===== src/rtl/fft_spi_pkg.sv =====
// Shared definitions for the FFT result SPI link (output block and the fft_spi_in receiver).
package fft_spi_pkg;

    typedef enum logic [1:0] {
        ST_IDLE   = 2'd0,
        ST_ACTIVE = 2'd1,
        ST_DONE   = 2'd2
    } state_t;

    localparam int BYTE_W      = 8;
    localparam int DEF_N       = 32;
    localparam int DEF_MSB     = 16;
    localparam int DEF_TIMEOUT = 1024;

    // Counter width that stays legal for a count range of 1.
    function automatic int cnt_w(input int n);
        return (n > 1) ? $clog2(n) : 1;
    endfunction

endpackage


===== src/rtl/spi_slave_byte_rx.sv =====
// SPI mode-0 byte receiver: synchronises sclk/mosi/cs into clk, detects sclk edges
// and shifts bits MSB-first into bytes.
module spi_slave_byte_rx
    import fft_spi_pkg::*;
(
    input  logic              clk,
    input  logic              rst,
    input  logic              sclk,
    input  logic              mosi,
    input  logic              cs,
    output logic [BYTE_W-1:0] rx_byte,
    output logic              byte_valid,
    output logic              partial_err,
    output logic              cs_sync,
    output logic              sclk_edge
);

    logic [2:0]        sclk_s;
    logic [1:0]        mosi_s;
    logic [2:0]        cs_s;
    logic [2:0]        bit_cnt;
    logic [BYTE_W-2:0] shreg;
    logic              sclk_rise;
    logic              cs_rise;
    logic              sample;
    logic              last_bit;

    // cs resets high so a reset never manufactures a cs rising edge.
    always_ff @(posedge clk) begin
        if (rst) begin
            sclk_s <= '0;
            mosi_s <= '0;
            cs_s   <= '1;
        end else begin
            sclk_s <= {sclk_s[1:0], sclk};
            mosi_s <= {mosi_s[0], mosi};
            cs_s   <= {cs_s[1:0], cs};
        end
    end

    assign cs_sync   = cs_s[1];
    assign cs_rise   = cs_s[1] & ~cs_s[2];
    assign sclk_rise = sclk_s[1] & ~sclk_s[2];
    assign sclk_edge = sclk_s[1] ^ sclk_s[2];

    // A rising sclk in the same cycle as the cs rise still belongs to the byte.
    assign sample   = sclk_rise & (~cs_s[1] | cs_rise);
    assign last_bit = sample && (bit_cnt == 3'd7);

    // byte_valid is a single-cycle strobe with no backpressure: the consumer must take
    // rx_byte in the cycle byte_valid is high.
    always_ff @(posedge clk) begin
        if (rst) begin
            bit_cnt     <= '0;
            shreg       <= '0;
            rx_byte     <= '0;
            byte_valid  <= 1'b0;
            partial_err <= 1'b0;
        end else begin
            byte_valid  <= 1'b0;
            partial_err <= 1'b0;
            if (sample) begin
                shreg <= {shreg[BYTE_W-3:0], mosi_s[1]};
                if (last_bit) begin
                    bit_cnt    <= '0;
                    byte_valid <= 1'b1;
                    rx_byte    <= {shreg, mosi_s[1]};
                end else begin
                    bit_cnt <= bit_cnt + 3'd1;
                end
            end
            if (cs_rise && !last_bit && (bit_cnt != 3'd0 || sample)) begin
                partial_err <= 1'b1;
                bit_cnt     <= '0;
            end
        end
    end

endmodule


===== src/rtl/fft_spi_in.sv =====
// SPI slave frame receiver: assembles bytes into N words of MSB bits in a shadow buffer
// and publishes each complete frame on data_bus with a one-cycle frame_valid.
module fft_spi_in
    import fft_spi_pkg::*;
#(
    parameter int N       = DEF_N,
    parameter int MSB     = DEF_MSB,      // multiple of 8
    parameter int TIMEOUT = DEF_TIMEOUT
) (
    input  logic             clk,
    input  logic             rst,
    input  logic             sclk,
    input  logic             mosi,
    input  logic             cs,
    output logic [N*MSB-1:0] data_bus,
    output logic             frame_valid,
    output logic             busy,
    output logic             rx_err,
    output state_t           dbg_state
);

    localparam int BPW = MSB / BYTE_W;
    localparam int AW  = cnt_w(N);
    localparam int BW  = cnt_w(BPW);
    localparam int TW  = $clog2(TIMEOUT + 1);

    state_t            state;
    state_t            state_nx;
    logic [BYTE_W-1:0] rx_byte;
    logic              byte_valid;
    logic              partial_err;
    logic              cs_sync;
    logic              sclk_edge;
    logic [BW-1:0]     byte_idx;
    logic [AW-1:0]     word_addr;
    logic [MSB-1:0]    word_acc;
    logic [MSB-1:0]    word_next;
    logic [N*MSB-1:0]  shadow;
    logic              last_wr;
    logic [TW-1:0]     idle_cnt;
    logic              idle_inc;
    logic              timeout_hit;
    logic              abort;
    logic              byte_last;
    logic              word_last;

    spi_slave_byte_rx u_byte_rx (
        .clk         (clk),
        .rst         (rst),
        .sclk        (sclk),
        .mosi        (mosi),
        .cs          (cs),
        .rx_byte     (rx_byte),
        .byte_valid  (byte_valid),
        .partial_err (partial_err),
        .cs_sync     (cs_sync),
        .sclk_edge   (sclk_edge)
    );

    assign word_next = (word_acc << BYTE_W) | MSB'(rx_byte);
    assign byte_last = (byte_idx == BW'(BPW - 1));
    assign word_last = (word_addr == AW'(N - 1));

    assign idle_inc    = (state == ST_ACTIVE) && cs_sync && !sclk_edge;
    assign timeout_hit = idle_inc && (idle_cnt == TW'(TIMEOUT - 1));
    assign abort       = partial_err | timeout_hit;

    // Counters wrap to zero on the last word, so DONE finds them already cleared and a
    // byte arriving right behind the frame starts the next one cleanly.
    always_ff @(posedge clk) begin
        if (rst) begin
            byte_idx  <= '0;
            word_addr <= '0;
            word_acc  <= '0;
            shadow    <= '0;
            last_wr   <= 1'b0;
        end else if (abort) begin
            byte_idx  <= '0;
            word_addr <= '0;
            word_acc  <= '0;
            last_wr   <= 1'b0;
        end else begin
            last_wr <= 1'b0;
            if (byte_valid) begin
                if (byte_last) begin
                    for (int w = 0; w < N; w++) begin
                        if (word_addr == AW'(w)) begin
                            shadow[w*MSB +: MSB] <= word_next;
                        end
                    end
                    byte_idx <= '0;
                    word_acc <= '0;
                    if (word_last) begin
                        word_addr <= '0;
                        last_wr   <= 1'b1;
                    end else begin
                        word_addr <= word_addr + AW'(1);
                    end
                end else begin
                    byte_idx <= byte_idx + BW'(1);
                    word_acc <= word_next;
                end
            end
        end
    end

    always_ff @(posedge clk) begin
        if (rst || !idle_inc) begin
            idle_cnt <= '0;
        end else begin
            idle_cnt <= idle_cnt + TW'(1);
        end
    end

    always_ff @(posedge clk) begin
        if (rst) begin
            state <= ST_IDLE;
        end else begin
            state <= state_nx;
        end
    end

    always_comb begin
        state_nx = state;
        case (state)
            ST_IDLE: begin
                if (last_wr) begin
                    state_nx = ST_DONE;
                end else if (byte_valid && !abort) begin
                    state_nx = ST_ACTIVE;
                end
            end
            ST_ACTIVE: begin
                if (abort) begin
                    state_nx = ST_IDLE;
                end else if (last_wr) begin
                    state_nx = ST_DONE;
                end
            end
            ST_DONE: begin
                state_nx = (byte_valid && !abort) ? ST_ACTIVE : ST_IDLE;
            end
            default: state_nx = ST_IDLE;
        endcase
    end

    // data_bus only moves on the DONE copy, so aborted frames never reach it.
    always_ff @(posedge clk) begin
        if (rst) begin
            data_bus    <= '0;
            frame_valid <= 1'b0;
            rx_err      <= 1'b0;
        end else begin
            frame_valid <= (state == ST_DONE);
            rx_err      <= abort;
            if (state == ST_DONE) begin
                data_bus <= shadow;
            end
        end
    end

    assign busy      = (state == ST_ACTIVE);
    assign dbg_state = state;

endmodule


===== config.mk =====
export PLATFORM = sky130hd
export DESIGN_NAME = fft_spi_in
export DESIGN_NICKNAME = d
export VERILOG_FILES = /design/src/rtl/fft_spi_pkg.sv /design/src/rtl/spi_slave_byte_rx.sv /design/src/rtl/fft_spi_in.sv
export SDC_FILE = /design/constraint.sdc
export NUM_CORES = 2
export LEC_CHECK = 0
export ABC_AREA = 1
export ABC_CLOCK_PERIOD_IN_PS = 1740
export CORE_MARGIN = 5
export CORE_UTILIZATION = 40
export CTS_CLUSTER_DIAMETER = 200
export CTS_CLUSTER_SIZE = 30
export DETAILED_ROUTE_END_ITERATION = 8
export DONT_BUFFER_PORTS = 1
export PLACE_DENSITY = 0.67
export SKIP_LAST_GASP = 1
export SYNTH_ARGS = -nofsm -noshare
export SYNTH_HDL_FRONTEND = slang
export SYNTH_SLANG_ARGS = --single-unit
export TNS_END_PERCENT = 30

===== constraint.sdc =====
create_clock -name clk -period 1.74 [get_ports clk]
set_input_delay 0.348 -clock clk [delete_from_list [all_inputs] [get_ports clk]]
set_output_delay 0.348 -clock clk [all_outputs]
set_load 0.1 [all_outputs]

# Word level (Yosys, flattened, before mapping)
# Index checks and enable logic that the tools add are counted.
dict set report totals {
  ff_bits 1082
}
dict set report op_classes {
  n_mux 13
  n_reduce_logical 55
  add_sub_neg 4
  bitwise_logic 14
  eq_ne 37
}
# op n
set ops {}
lappend ops {{4-bit AND reduction} 32}
lappend ops {{5-bit == test (second input constant)} 16}
lappend ops {{5-bit by 4-bit == test with 1-bit output (second input constant)} 8}
lappend ops {{5-bit by 3-bit == test with 1-bit output (second input constant)} 4}
lappend ops {{16-bit by 8-bit bitwise OR with 16-bit output} 1}
lappend ops {{11-bit by 1-bit adder with 11-bit output (second input constant)} 1}
lappend ops {{11-bit by 10-bit == test with 1-bit output (second input constant)} 1}
lappend ops {{5-bit by 2-bit == test with 1-bit output (second input constant)} 2}
lappend ops {{2-bit 2-to-1 mux} 4}
lappend ops {{8-bit 2-to-1 mux} 1}
lappend ops {{1-bit logical AND} 7}
lappend ops {{1-bit NOT} 7}
lappend ops {{2-bit case mux with 3 select lines} 1}
lappend ops {{2-bit AND reduction} 3}
lappend ops {{2-bit OR reduction} 3}
lappend ops {{5-bit by 1-bit adder with 5-bit output (second input constant)} 1}
lappend ops {{5-bit by 1-bit == test with 1-bit output (second input constant)} 1}
lappend ops {{5-bit zero test} 1}
lappend ops {{1-bit 2-to-1 mux} 5}
lappend ops {{5-bit 2-to-1 mux} 1}
lappend ops {{1-bit zero test} 4}
lappend ops {{4-bit OR reduction} 1}
lappend ops {{3-bit by 1-bit adder with 3-bit output (second input constant)} 1}
lappend ops {{1-bit bitwise AND} 3}
lappend ops {{12 further kinds} 14}

# Logic depth before layout (Yosys ltp)
dict set report logic_depth {
  depth_word 10
  mapped_depth 13
  mapped_depth_nobuf 12
}

# Hierarchy
# From an unflattened synthesis, not the netlist that was laid out.
dict set report hier_totals {
  hier_cells 5336
  hier_area_um2 39842.0
}
# mod seq_area_each_um2 area_per_inst_um2 n_inst cells_per_inst
set modules_own_cells {}
lappend modules_own_cells {fft_spi_in 21100.2 38794.7 1 5209}
lappend modules_own_cells {spi_slave_byte_rx 560.5 1047.3 1 127}

# Worst setup path before layout
# No wires, ideal clock.
dict set report synth_path {
  path_kind {reg-to-reg}
  from {register state[0] (netlist: dbg_state[0])}
  to {register shadow[27]}
  setup_slack_ps -1430
  t_arrival_ps 3057
  period_less_slack_ps 3170
  required_ps 1627
  stages_incl_launch_ff 12
  cell_sequence {dfxtp_1 inv_1 nor2_2 nand2_1 nor2_1 nand2_2 buf_6 nand4_2 buf_2 nand2_1 nand2_1 nor2_1}
}
dict set report synth_between {
  elab_chain_cells 7
}
# element line_no
set synth_lines {}
lappend synth_lines {{start, declared} fft_spi_in.sv:27} ;# state_t state;
lappend synth_lines {{start signal, assigned} fft_spi_in.sv:119} ;# state <= state_nx;
lappend synth_lines {{2-bit by 1-bit == test with 1-bit output} --}
lappend synth_lines {{net busy} fft_spi_in.sv:17} ;# output logic busy,
lappend synth_lines {{1-bit logical AND (2 in series)} fft_spi_in.sv:64} ;# assign idle_inc = (state == ST_ACTIVE) && cs_sync && !sclk_edge;
lappend synth_lines {{1-bit logical AND} fft_spi_in.sv:65} ;# assign timeout_hit = idle_inc && (idle_cnt == TW'(TIMEOUT - 1));
lappend synth_lines {{1-bit bitwise OR} fft_spi_in.sv:66} ;# assign abort = partial_err | timeout_hit;
lappend synth_lines {{1-bit NOT (no source line)} --}
lappend synth_lines {{4-bit AND reduction (no source line)} --}
lappend synth_lines {{end signal, assigned by index} fft_spi_in.sv:88} ;# shadow[w*MSB +: MSB] <= word_next;
lappend synth_lines {{end, declared} fft_spi_in.sv:38} ;# logic [N*MSB-1:0] shadow;
# The timed path passes the listed nets, and every way through them passes these cells.
# A chain may end at the register's enable or synchronous reset.

# Worst setup path in the final report
dict set report layout_path {
  from {register u_byte_rx.sclk_s[2]}
  to {register shadow[399]}
}
dict set report layout_between {
  elab_chain_cells 7
}
# element line_no
set layout_lines {}
lappend layout_lines {{start, declared} spi_slave_byte_rx.sv:18} ;# logic [2:0] sclk_s;
lappend layout_lines {{start signal, assigned} spi_slave_byte_rx.sv:35} ;# sclk_s <= {sclk_s[1:0], sclk};
lappend layout_lines {{1-bit XOR} spi_slave_byte_rx.sv:44} ;# assign sclk_edge = sclk_s[1] ^ sclk_s[2];
lappend layout_lines {{1-bit zero test} fft_spi_in.sv:64}
lappend layout_lines {{1-bit logical AND} fft_spi_in.sv:64}
lappend layout_lines {{1-bit logical AND} fft_spi_in.sv:65}
lappend layout_lines {{1-bit bitwise OR} fft_spi_in.sv:66}
lappend layout_lines {{1-bit NOT (no source line)} --}
lappend layout_lines {{4-bit AND reduction (no source line)} --}
# Every way passes these cells.

==> flow_summary.ini <==
[sta]
worstMarginPinSlew_ns = 0.671
setup_viol = 516
period_share = 1.14
finalHoldViolCount = 0
fmax_mhz = 505
finalWorstSetupSlack_ns = -0.242
drv_slew = 0
fin_crit_ns = 1.98
fin_worst_hold_slack_ns = 0.398
clock_skew_ns = 0.0657
rsz0062_at_grt = true
max_slew_margin = 0.552

[flow_run]
cap_violations = 0

[power_and_ir_drop]
powerDensity_nw_per_um2 = 752
pwr-share-clk = 0.325
vdd_ir_drop_max_v = 0.000857
p_seq_frac = 0.659
power.leakage_nw = 24.6
swShare = 0.218
p_int_mw = 29.4
p_total_mw = 37.6
combPwrFrac = 0.016
power_switching_mw = 8.21

[clocking]
cts.sink_count = 1082
clock_tree.buffer_depth = 3
numCtsBuffers = 42
clkLatencyLatePin_ns = 0.67
cts_tree = yes
cts-root-buf = clkbuf_16
clk_pin_slew_ns = 0.12
ctsHtreeMaxLevel = 2

[setup_path]
rr_startpoint = u_byte_rx.sclk_s[2]
arrival_ns = 2.53
critical_path_class = flip-flop to flip-flop
critPathTopFamily = simple AND/OR/NAND/NOR gates
r2r_slack_ns = -0.24
r2r_end = shadow[399]
critPathSlowestCell = dfxtp_2
cp.required_ns = 2.29
cp-start-kind = flip-flop
cpPeakStageDelay_ns = 0.34
cp_max_fo = 8
critical_path_depth = 13
r2r.worst_path.cells = 13
cp-end-kind = flip-flop
endpoint = shadow[399]
startpoint = u_byte_rx.sclk_s[2]
crit_chain = inv_2 > ha_4 > nand2_2 > inv_2 > nand2_4 > nor2_4 > nand2_4 > clkbuf_16 > nand4_4 > clkbuf_16 > nand2_1 > nand2_1 > nor2_1
crit_buf_inv = 4

[global_route]
grt_max_degree = 139
grt_overflow = 0
grt_pass1_wl_um = 179000
antenna_found_initial = 4
grt_pass1_vias = 29700
track_usage = 0.213

[synthesis]
ys_warn_count = 0
synthAdderAreaFrac = 0.00347
synthCells = 5333
synthesis.area_um2 = 39600
muxShareOfSynthArea = 0
synth_compound_area_frac = 0.136
synth_cell_types = 28
synth_top_family_by_area = simple AND/OR/NAND/NOR gates
synth_flop_cell = dfxtp_1
ys_async_sr_fraction = 0
ys_seq_area_frac = 0.547
synth.avg_cell_area_um2 = 7.43
synth.net_count = 5349
synth-simple-area-share = 0.218
synth-edff-count = 0
synthXorXnorAreaFrac = 0.000884
ys_ff_latch = 1082

[drt]
vias = 34500
post-route-drc-count = 0
drt_wl_total_um = 129000
avgViaCountPerCell = 4.89
drt_pass1_iterations = 6
drt-wirelength-per-cell_um = 18.3
ant_nets = 0
drtIter0Drc = 3108

[placed_design]
dpl_cell_area_um2 = 45700
dp_cells = 6898
place_congestion = 0.834
portBuffers = 0
hpwlAfterDp_um = 77000

[die]
io_pins = 522
die_width_um = 325
coreArea_um2 = 98400
initial_core_util = 0.403
fp-row-count = 115
die_h_um = 325
dieArea_um2 = 105000

[layout]
area_delta_synth_final_pct = 26.2
nNetsFinal = 5765
drive_gt1_frac = 0.207
final_cell_mix = dfxtp_1 (1058), nor2_1 (1029), nand2_1 (802), buf_4 (611), inv_1 (537)
multi_input_area_um2 = 15700
fin_area_um2 = 50000
final_common_cell = dfxtp_1
final_util = 0.508
layout.cells.non_filler = 7042
fillers = 9140
regArea_um2 = 21700

[min_path]
worstHoldPathType = primary input to flip-flop

[status]
status = finished, violations left
failed_checks = setup timing
## through the flow
| step | TNS (ns) | worst slack, ns |
|---|---|---|
| finish | -71.38 | -0.242 |
| global route | -126.87 | -0.332 |
| global placement | -72.86 | -0.438 |
| CTS | -57.56 | -0.226 |
| floorplan | -309.75 | -0.422 |
| detailed placement | -99.92 | -0.442 |
## tightest hold or removal path, delay by kind of cell
family,cells,cell delay [ns]
buffers and inverters,2,0.66
AND/OR/NAND/NOR,1,0.03
## worst min path at each step
| stage | endpoint | slack [ns] | from | cells past startpoint |
|---|---|---|---|---|
| after floorplan | u_byte_rx.mosi_s[1] | 0.39 | u_byte_rx.mosi_s[0] | 2 |
| after global placement | u_byte_rx.mosi_s[1] | 0.40 | u_byte_rx.mosi_s[0] | 2 |
| after detailed placement | u_byte_rx.cs_s[1] | 0.39 | u_byte_rx.cs_s[0] | 1 |
| after CTS | u_byte_rx.cs_s[0] | 0.33 | cs | 2 |
| after global routing | u_byte_rx.cs_s[0] | 0.35 | cs | 2 |
| final | u_byte_rx.mosi_s[0] | 0.40 | mosi | 3 |
## flip-flops by register name (all words and copies together) (netlist names), 2 cells and up
register	count
idle_cnt	11
u_byte_rx.cs_s	3
data_bus	512
shadow	512
u_byte_rx.mosi_s	2
u_byte_rx.sclk_s	3
u_byte_rx.shreg	7
u_byte_rx.rx_byte	8
word_addr	5
word_acc	8
dbg_state	2
u_byte_rx.bit_cnt	3
## routing by layer
layer  part of all wire  vias to the layer above  routed length [um]  track usage
met1               0.42                    16100               54600        0.280
met3              0.075                      159                9730       0.0508
met4              0.027                        0                3470       0.0573
li1                   -                    17200                   -            -
met2               0.47                     1019               61000        0.353
met5                  0                        -                   0            0
## power groups by stage
stage | Clock (mW) | Sequential (mW) | Combinational [mW]
global placement | 0 | 25.3 | 0.536
CTS | 12.6 | 24.8 | 0.575
global route | 13.4 | 24.8 | 0.641
detailed placement | 0 | 25.3 | 0.532
finish | 12.2 | 24.8 | 0.597
floorplan | 0 | 25.3 | 0.345
## final cells by class
type / count / share of cell area
clock buffers: 43 / 0.0211
inverters: 544 / 0.0412
flip-flops and latches: 1082 / 0.434
diodes: 3 / 0.000150
multi-input cells: 3303 / 0.314
well taps: 1287 / 0.0322
repair buffers: 776 / 0.157
clock inverters: 4 / 0.00128
## Yosys cell counts (all sizes together), types with 7 or more instances
master / count / area (um2)
a21oi: 533 / 2670
nand2: 1032 / 3880
nor3: 7 / 35.0
clkbuf: 268 / 1010
ha: 11 / 138
o22ai: 8 / 50.1
nand4: 33 / 369
o21ai: 529 / 2650
nand3: 44 / 220
nor2: 1096 / 4130
inv: 543 / 2040
buf: 137 / 711
dfxtp: 1082 / 21700
## repair_timing
item / CTS / global route
endpoints found under the setup margin: 553 / 581
cloned: 10 / 54
endpoints found under the hold margin: 61 / 0
hold buffers: 5 / 0
buffers inserted: 12 / 16
pin swaps: 11 / 79
gates resized for setup: 57 / 407
## logic make-up (layout without fill, tap and decap cells)
logic type | Yosys count | after routing
AO/OA/AOI/OAI | 1071 | 1071
XOR/XNOR | 4 | 4
adder cells (fa/ha/maj) | 11 | 11
buffers and inverters | 949 | 1367
flip-flops | 1082 | 1082
other | 0 | 3
AND/OR/NAND/NOR | 2216 | 2217
No activity file was read; power rests on OpenSTA's default activity.
